==> config.mk <==
export PLATFORM = sky130hd
export DESIGN_NAME = adc_capture_multi
export DESIGN_NICKNAME = d
export VERILOG_FILES = /design/src/rtl/adc_capture_multi_pkg.sv /design/src/rtl/adc_capture_multi_sync_fifo.sv /design/src/rtl/adc_capture_multi.sv
export SDC_FILE = /design/constraint.sdc
export NUM_CORES = 1
export LEC_CHECK = 0
export ABC_AREA = 1
export BUFFER_PORTS_ARGS = -buffer_cell sky130_fd_sc_hd__buf_2
export CORE_MARGIN = 2
export CORE_UTILIZATION = 54
export CTS_BUF_LIST = sky130_fd_sc_hd__clkbuf_2 sky130_fd_sc_hd__clkbuf_4 sky130_fd_sc_hd__clkbuf_8
export DETAILED_ROUTE_END_ITERATION = 10
export PLACE_DENSITY = 0.85
export SYNTH_ARGS = -nofsm -noshare
export SYNTH_HDL_FRONTEND = slang
export SYNTH_HIERARCHICAL = 1
export SYNTH_SLANG_ARGS = --single-unit
==> constraint.sdc <==
create_clock -name clk48 -period 2.3 [get_ports clk48]
set_clock_uncertainty 0.05 [all_clocks]
set_input_delay 0.46 -clock clk48 [delete_from_list [all_inputs] [get_ports clk48]]
set_output_delay 0.46 -clock clk48 [all_outputs]
set_load 0.005 [all_outputs]
==> src/rtl/adc_capture_multi_pkg.sv <==
// Shared definitions for the multi-channel serial ADC capture front end:
// the FSM state encoding and a width helper used for counters and pointers.
package adc_capture_multi_pkg;

  typedef enum logic [1:0] {
    ST_IDLE    = 2'd0,
    ST_QUIET   = 2'd1,
    ST_CONVERT = 2'd2
  } state_t;

  // Bits needed to count 0..n-1, never less than one bit.
  function automatic int count_width(input int n);
    return (n > 1) ? $clog2(n) : 1;
  endfunction

endpackage

==> src/rtl/adc_capture_multi_sync_fifo.sv <==
// Single-clock FIFO holding packed capture words until the consumer takes them.
// Pointers carry one extra bit so a full FIFO can be told apart from an empty one.
// A push while full is accepted only when a pop frees a slot in the same cycle.
module adc_capture_multi_sync_fifo
  import adc_capture_multi_pkg::*;
#(
  parameter int WIDTH = 8,
  parameter int DEPTH = 4
) (
  input  logic             clk,
  input  logic             reset,
  input  logic             push,
  input  logic [WIDTH-1:0] push_data,
  output logic             full,
  input  logic             pop,
  output logic [WIDTH-1:0] pop_data,
  output logic             empty
);

  localparam int AW = count_width(DEPTH);
  localparam logic [AW:0] PTR_ONE = (AW+1)'(1);

  logic [WIDTH-1:0] mem [DEPTH];
  logic [AW:0]      wr_ptr;
  logic [AW:0]      rd_ptr;
  logic             do_push;
  logic             do_pop;

  assign empty    = (wr_ptr == rd_ptr);
  assign full     = (wr_ptr[AW] != rd_ptr[AW]) && (wr_ptr[AW-1:0] == rd_ptr[AW-1:0]);
  assign do_pop   = pop && !empty;
  assign do_push  = push && (!full || do_pop);
  assign pop_data = empty ? '0 : mem[rd_ptr[AW-1:0]];

  // Advance the read and write pointers; they wrap naturally at their width.
  always_ff @(posedge clk or posedge reset) begin
    if (reset) begin
      wr_ptr <= '0;
      rd_ptr <= '0;
    end else begin
      if (do_push) wr_ptr <= wr_ptr + PTR_ONE;
      if (do_pop)  rd_ptr <= rd_ptr + PTR_ONE;
    end
  end

  // Storage needs no reset: the empty flag hides stale entries.
  always_ff @(posedge clk) begin
    if (do_push) mem[wr_ptr[AW-1:0]] <= push_data;
  end

endmodule

==> src/rtl/adc_capture_multi.sv <==
// Serial ADC capture front end. Frames a shared active-low chip select,
// shifts CHANNELS serial data lines MSB-first, packs one sample per channel
// into a word (channel 0 in the LSBs) and queues words for a valid/ready
// consumer. Words arriving at a full FIFO are dropped and counted.
module adc_capture_multi
  import adc_capture_multi_pkg::*;
#(
  parameter int CHANNELS     = 1,
  parameter int SAMPLE_BITS  = 12,
  parameter int LEAD_BITS    = 2,
  parameter int FRAME_CYCLES = 16,
  parameter int IDLE_CYCLES  = 2,
  parameter int FIFO_DEPTH   = 4
) (
  input  logic                            clk48,
  input  logic                            reset,
  input  logic                            enable,
  input  logic                            trigger,
  output logic                            adc_cs,
  input  logic [CHANNELS-1:0]             adc_sdo,
  output logic [CHANNELS*SAMPLE_BITS-1:0] out_data,
  output logic                            out_valid,
  input  logic                            out_ready,
  output logic                            overrun,
  output logic [7:0]                      drop_count,
  output logic                            busy
);

  localparam int WORD_BITS = CHANNELS * SAMPLE_BITS;
  localparam int KW        = count_width(FRAME_CYCLES);
  localparam int QW        = count_width(IDLE_CYCLES);

  localparam logic [KW-1:0] K_LAST  = KW'(FRAME_CYCLES - 1);
  localparam logic [KW-1:0] K_ONE   = KW'(1);
  localparam logic [QW-1:0] Q_LAST  = QW'(IDLE_CYCLES - 1);
  localparam logic [QW-1:0] Q_ONE   = QW'(1);
  // One extra bit so the window end can equal FRAME_CYCLES without wrapping.
  localparam logic [KW:0]   WIN_LO  = (KW+1)'(LEAD_BITS);
  localparam logic [KW:0]   WIN_HI  = (KW+1)'(LEAD_BITS + SAMPLE_BITS);

  state_t                                 state;
  logic [KW-1:0]                          bit_cnt;
  logic [QW-1:0]                          quiet_cnt;
  logic [CHANNELS-1:0][SAMPLE_BITS-1:0]   shreg;
  logic [CHANNELS-1:0][SAMPLE_BITS-1:0]   shift_next;
  logic [KW:0]                            bit_ext;
  logic                                   in_window;
  logic                                   push;
  logic                                   pop;
  logic                                   drop;
  logic                                   fifo_full;
  logic                                   fifo_empty;
  logic [WORD_BITS-1:0]                   push_word;

  assign bit_ext   = {1'b0, bit_cnt};
  assign in_window = (state == ST_CONVERT) && (bit_ext >= WIN_LO) && (bit_ext < WIN_HI);
  assign push      = (state == ST_CONVERT) && (bit_cnt == K_LAST);
  assign out_valid = !fifo_empty;
  assign pop       = out_valid && out_ready;
  assign drop      = push && fifo_full && !pop;
  // The pushed word includes any bit sampled on the final edge of the frame.
  assign push_word = shift_next;

  // Frame sequencer: idle, chip-select quiet gap, then the converting window.
  always_ff @(posedge clk48 or posedge reset) begin
    if (reset) begin
      state     <= ST_IDLE;
      adc_cs    <= 1'b1;
      busy      <= 1'b0;
      bit_cnt   <= '0;
      quiet_cnt <= '0;
    end else begin
      case (state)
        ST_IDLE: begin
          if (enable || trigger) begin
            state     <= ST_QUIET;
            busy      <= 1'b1;
            quiet_cnt <= '0;
          end
        end
        ST_QUIET: begin
          if (quiet_cnt == Q_LAST) begin
            state   <= ST_CONVERT;
            adc_cs  <= 1'b0;
            bit_cnt <= '0;
          end else begin
            quiet_cnt <= quiet_cnt + Q_ONE;
          end
        end
        ST_CONVERT: begin
          if (bit_cnt == K_LAST) begin
            adc_cs    <= 1'b1;
            bit_cnt   <= '0;
            quiet_cnt <= '0;
            if (enable) begin
              state <= ST_QUIET;
            end else begin
              state <= ST_IDLE;
              busy  <= 1'b0;
            end
          end else begin
            bit_cnt <= bit_cnt + K_ONE;
          end
        end
        default: begin
          state  <= ST_IDLE;
          adc_cs <= 1'b1;
          busy   <= 1'b0;
        end
      endcase
    end
  end

  // Next shift-register contents: data bits inside the sample window enter MSB-first.
  always_comb begin
    shift_next = shreg;
    if (in_window) begin
      for (int c = 0; c < CHANNELS; c++) begin
        shift_next[c] = (shreg[c] << 1) | SAMPLE_BITS'(adc_sdo[c]);
      end
    end
  end

  // Per-channel shift registers; reset discards any partial frame.
  always_ff @(posedge clk48 or posedge reset) begin
    if (reset) shreg <= '0;
    else       shreg <= shift_next;
  end

  // Sticky overrun flag and saturating count of words lost to a full FIFO.
  always_ff @(posedge clk48 or posedge reset) begin
    if (reset) begin
      overrun    <= 1'b0;
      drop_count <= 8'd0;
    end else if (drop) begin
      overrun <= 1'b1;
      if (drop_count != 8'hFF) drop_count <= drop_count + 8'd1;
    end
  end

  adc_capture_multi_sync_fifo #(
    .WIDTH (WORD_BITS),
    .DEPTH (FIFO_DEPTH)
  ) u_fifo (
    .clk       (clk48),
    .reset     (reset),
    .push      (push),
    .push_data (push_word),
    .full      (fifo_full),
    .pop       (pop),
    .pop_data  (out_data),
    .empty     (fifo_empty)
  );

endmodule

Word-level counts from Yosys, hierarchy flattened

Memories as Yosys holds them, arrays and structs flattened.
Index checks and enable logic that the tools add are counted.

Memories: 1
Memory bits (writable): 48
Output and inout port bits: 24
Logic and storage cells: 78
Register bits after elaboration: 36
Input port bits: 6

Magnitude comparators: 2
Bitwise operators: 3
Add/subtract/negate cells: 5
Equal/unequal tests: 11
Multiplexer cells: 23
Reduce and logical (&&, ||, !) cells: 23

Memories:

| name       | depth | width | read ports | clocked after memory_dff | write ports | line                              | text |
|---|---|---|---|---|---|---|---|
| u_fifo.mem | 4     | 12    | 1          | 0                        | 1           | adc_capture_multi_sync_fifo.sv:23 | `logic [WIDTH-1:0] mem [DEPTH];` |

Operators by type and width:

| operator              | number |
|---|---|
| $mux W12              | 2 |
| $or A12 B1 Y12        | 1 |
| $mux W1               | 11 |
| $logic_and A1 B1 Y1   | 9 |
| $pmux W1 S3           | 3 |
| $reduce_and A3 Y1     | 3 |
| $add A8 B1 Y8 const B | 1 |
| $mux W4               | 2 |
| $ne A8 B8 Y1 const B  | 1 |
| $pmux W4 S2           | 1 |
| $add A3 B1 Y3 const B | 2 |
| $mux W2               | 3 |
| $ne A2 B2 Y1 const B  | 3 |
| $pmux W2 S3           | 1 |
| $add A4 B1 Y4 const B | 1 |
| $eq A4 B4 Y1 const B  | 1 |
| $ge A4 B2 Y1 const B  | 1 |
| $lt A4 B4 Y1 const B  | 1 |
| $reduce_and A2 Y1     | 2 |
| $reduce_and A4 Y1     | 1 |
| $eq A3 B3 Y1          | 1 |
| $logic_not A1 Y1      | 3 |
| $reduce_bool A3 Y1    | 1 |
| $eq A2 B1 Y1 const B  | 1 |
| 9 further kinds       | 11 |

Longest topological paths before layout

Depth in word-level cells: 8
Depth in mapped cells: 13
Depth with buffers taken out: 12

Hierarchy

Netlist, hierarchy kept.

Modules (own cells, without submodules):

| module                      | cells each | area an instance (sq um) | sequential area each (sq um) | times used |
|---|---|---|---|---|
| adc_capture_multi_sync_fifo | 214        | 2407.3                   | 1591.5                       | 1 |
| adc_capture_multi           | 189        | 1556.5                   | 752.0                        | 1 |

Least setup slack after synthesis

Ideal clock, no wire load.

Kind: reg-to-reg
From: reg u_fifo.rd_ptr[0]
To: mem u_fifo/mem[0][0] (netlist name) (enable)
Period minus slack after synthesis: 2493 ps
Arrival time: 2063 ps
Library setup time: 380 ps
Stages on the path, launching flop included: 12
Required time: 1870 ps
Path slack: -193 ps
Buffers on the path: 2
Path through: dfrtp_1 -> buf_6 -> nand2_1 -> nand2_2 -> nand3_4 -> buf_8 -> inv_1 -> nor2_1 -> inv_1 -> nand4_4 -> nand2_4 -> nor2_1

Word-level cells in the longest chain between the ends: 8
Elaborated cells between the ends (all ways): 11
Classes of those cells: 2 x eq/ne; 2 x mux; 7 x reduce/logical

Ends and longest elaborated chain:

| what                          | line                              | text |
|---|---|---|
| start: declaration            | adc_capture_multi_sync_fifo.sv:25 | `logic [AW:0] rd_ptr;` |
| start signal: assignment      | adc_capture_multi_sync_fifo.sv:42 | `if (do_pop) rd_ptr <= rd_ptr + PTR_ONE;` |
| $eq A3 B3 Y1                  | adc_capture_multi_sync_fifo.sv:29 | `assign empty = (wr_ptr == rd_ptr);` |
| net fifo_empty                | adc_capture_multi.sv:52           | `logic fifo_empty;` |
| $logic_not A1 Y1              | adc_capture_multi.sv:58           | `assign out_valid = !fifo_empty;` |
| $logic_and A1 B1 Y1           | adc_capture_multi.sv:59           | `assign pop = out_valid && out_ready;` |
| net pop                       | adc_capture_multi.sv:49           | `logic pop;` |
| $logic_and A1 B1 Y1           | adc_capture_multi_sync_fifo.sv:31 | `assign do_pop = pop && !empty;` |
| $logic_or A1 B1 Y1            | adc_capture_multi_sync_fifo.sv:32 | `assign do_push = push && (!full \|\| do_pop);` |
| $logic_and A1 B1 Y1           | adc_capture_multi_sync_fifo.sv:32 |  |
| $mux W1                       | adc_capture_multi_sync_fifo.sv:48 | `if (do_push) mem[wr_ptr[AW-1:0]] <= push_data;` |
| $mux W1 (not written as such) | adc_capture_multi_sync_fifo.sv:48 |  |
| end: declaration              | adc_capture_multi_sync_fifo.sv:23 |  |

The timed path passes the listed nets, and every way through them passes these cells.

Worst setup path after layout

From: reg u_fifo.wr_ptr[0]
To: out out_data[11]

Word-level cells in the longest chain between the ends: 2

Ends and longest elaborated chain:

| what                     | line                              | text |
|---|---|---|
| start: declaration       | adc_capture_multi_sync_fifo.sv:24 | `logic [AW:0] wr_ptr;` |
| start signal: assignment | adc_capture_multi_sync_fifo.sv:41 | `if (do_push) wr_ptr <= wr_ptr + PTR_ONE;` |
| $eq A3 B3 Y1             | adc_capture_multi_sync_fifo.sv:29 |  |
| $mux W12                 | adc_capture_multi_sync_fifo.sv:33 | `assign pop_data = empty ? '0 : mem[rd_ptr[AW-1:0]];` |
| end: declaration         | adc_capture_multi.sv:21           | `output logic [CHANNELS*SAMPLE_BITS-1:0] out_data,` |

Every way passes these cells.

==> flow_summary_export.csv <==
group,metric,value,unit
status,status,"finished clean",
clock_tree,cts_buffers,9,
timing,fin_crit_sh,94.8,%
worst_setup_path,crit_path_end_kind,"output port",
placed_design,place_ws,289,ps
synthesis,synth_seq_area_share,59.1,%
synthesis,synth_edf_count,48,
placed_design,placed_cell_area,4220,um2
die,start_util,55.2,%
timing,rsz0062_at_grt,"no",
pwr,pwr-share-seq,42.2,%
worst_setup_path,rrSetupSlack,280,ps
die,die-area,8040,um2
worst_setup_path,reg2regPathDepth,11,
synthesis,synth_area_leader_cell,"edfxtp_1",
clock_tree,cts_setup_buffers,0,
global_route,top_usage_layer,"met2",
drt,via_count,2705,
pwr,total_power,5.00,mW
clock_tree,htreeDepth,3,
clock_tree,cts_max_path_buffers,2,
die,fp.coreArea,7180,um2
clock_tree,cts_tree,"yes",
die,fp.dieW,89.7,um
drt,drc,0,
layout,area_growth,12.1,%
placed_design,dp_hpwl,5.18,mm
drt,drtPass1Iterations,5,
synthesis,syn_area,3960,um2
layout,fin_util,61.9,%
synthesis,synth_top_area_share,36.4,%
pwr,total_leakage_power,2.06,nW
die,ioPinCount,30,
worst_setup_path,crit_type,"reg -> out",
global_route,grt_pass1_vias,2547,
synthesis,async_flop_share,42.9,%
pwr,internal_power,3.12,mW
timing,drv_slew,0,
clock_tree,clk_latency,340,ps
pwr,p_per_area,1130,nW/um2
worst_setup_path,cp-start-kind,"flip-flop",
global_route,use_met2,32.0,%
synthesis,synth_flop_cell,"edfxtp_1",
global_route,antenna_found_initial,0,
pwr,swShare,37.6,%
global_route,gr-usage-met3,5.39,%
timing,tightest_slew,392,ps
synthesis,synth_cells,403,
worst_setup_path,path_max_fanout,16,
clock_tree,cts_root_buf,"clkbuf_8",
synthesis,synth_area_leaders,"edfxtp_1, dfrtp_1, nand2_1",
clock_tree,clock_sinks,84,
pwr,vdd_drop_max,353,uV
worst_setup_path,crit_arrival,1670,ps
synthesis,synthTopCellsByCount,"nand2_1, inv_1, nor2_1",
layout,nNetsFinal,458,
min_path,min_path_cells,3,
global_route,use_met1,27.1,%
timing,fin_tns_setup,0,ps
synthesis,synth.ff_latch_count,84,
layout,diodes,0,
flow_run,cap_violations,0,
drt,wl_per_cell,13.3,um
global_route,grtUsageTotal,20.2,%
global_route,overflow,0,
layout,finalInstanceArea,4440,um2
placed_design,gp_congestion,0.847,
min_path,hold_path.class,"in -> reg",
die,rows,31,
drt,drt-total-wl,7.31,mm
pwr,comb_power_share,36.5,%
timing,layout_setup_ws,119,ps
worst_setup_path,r2r_start,"u_fifo/wr_ptr[0]",
min_path,min_to,"shreg[0]",
pwr,power_frac_clock,21.3,%
synthesis,synth_most_common_cell,"nand2_1",
drt,drtIter0Drc,228,
drt,ant_nets,0,
synthesis,yosysWarnings,6,
clock_tree,clk_pin_slew_worst_paths,80,ps
worst_setup_path,cp_data_required_time,1790,ps
placed_design,portBuffers,29,
min_path,min-delay-start,"adc_sdo",
timing,maxSlewHeadroom,73.7,%
synthesis,synth.distinct_cells,31,
timing,hold_viol,0,
timing,fmax,0.459,GHz
die,dieHeight,89.7,um
timing,min_period,2180,ps
pwr,p_sw,1.88,mW
global_route,grt_max_degree,31,
synthesis,synth_nets,417,
global_route,grt_pass1_wl,12.1,mm
synthesis,synth.avg_cell_area,9.84,um2
worst_setup_path,crit_path_start,"u_fifo/wr_ptr[0]",
layout,drive_gt1_share,19.6,%
timing,holdWs,363,ps
worst_setup_path,reg2reg_to,"drop_count[0]",
placed_design,dp_cells,531,
timing,setup_violations,0,
drt,viasPerCell,4.94,
layout,fin_cells,548,
## cells in the final DEF, fill, tap and decap left out, types with 8 or more instances in the layout
cell / Yosys / routed
nand2_1: 91 / 91
inv_1: 54 / 54
nor2_1: 53 / 53
edfxtp_1: 48 / 48
dfrtp_1: 35 / 33
o21ai_0: 30 / 30
buf_2: 5 / 29
nand3_1: 18 / 18
o21ai_1: 14 / 14
o21ai_2: 10 / 10
buf_4: 1 / 10
clkbuf_8: 0 / 9
ha_1: 8 / 8
## how the worst max path moves through the flow
stage	end	slack (ps)	cells after the start
after floorplan	u_fifo/mem[0][0]	-190	11
after global placement	drop_count[1]	420	11
after detailed placement	u_fifo/mem[2][6]	290	11
after CTS	out_data[11]	80	6
after global routing	out_data[11]	10	8
final	out_data[11]	120	8
## cell type report
type	instances	area (um2)
inverters	59	224
flip-flops and latches	84	2350
multi-input cells	249	1300
well taps	99	124
clock inverters	6	71.3
repair buffers	41	241
fillers	557	2730
clock buffers	10	131
## registers in the layout, summed over array words and instances, names as in the netlist
register       flops
adc_cs             1
bit_cnt            4
busy               1
drop_count         8
overrun            1
quiet_cnt          1
shreg             12
state              2
u_fifo/mem        48
u_fifo/rd_ptr      3
u_fifo/wr_ptr      3
## power by group through the flow
stage | Clock (mW) | Combinational (mW) | Sequential, mW
2_1_floorplan | 0 | 1.36 | 2.09
3_3_place_gp | 0 | 1.75 | 2.13
3_5_place_dp | 0 | 1.83 | 2.13
4_1_cts | 1.08 | 1.84 | 2.11
5_1_grt | 1.16 | 2.11 | 2.14
6_report | 1.06 | 1.83 | 2.11
## per-layer routing
metal | share of wire, % | vias to the layer above | wire (um)
li1 | - | 1382 | -
met1 | 45 | 1250 | 3330
met2 | 48 | 63 | 3530
met3 | 4.7 | 10 | 347
met4 | 1.4 | 0 | 103
met5 | 0 | - | 0
## cells by family (layout without fill, tap and decap cells)
kind of cell | after synthesis | in the layout | share of synthesized area [%]
compound gates | 56 | 56 | 8.08
xor+xnor | 6 | 6 | 1.80
fa+ha+maj | 8 | 8 | 2.53
buf+inv | 70 | 116 | 7.99
flops | 84 | 84 | 59.1
simple gates | 179 | 179 | 20.5
## repair_timing
action	in CTS	in global routing
hold buffers	1	0
resized for setup	0	3
endpoints found under the setup margin	0	6
endpoints found under the hold margin	6	0
## critical path: stages (launching register included)
cell,delay (ps)
dfrtp_2,450
inv_1,130
nand2_1,80
nand2_2,120
nand3_4,80
buf_4,200
nand2_1,110
inv_1,40
buf_2,110
Note: power is estimated with default switching activity, not from simulation.
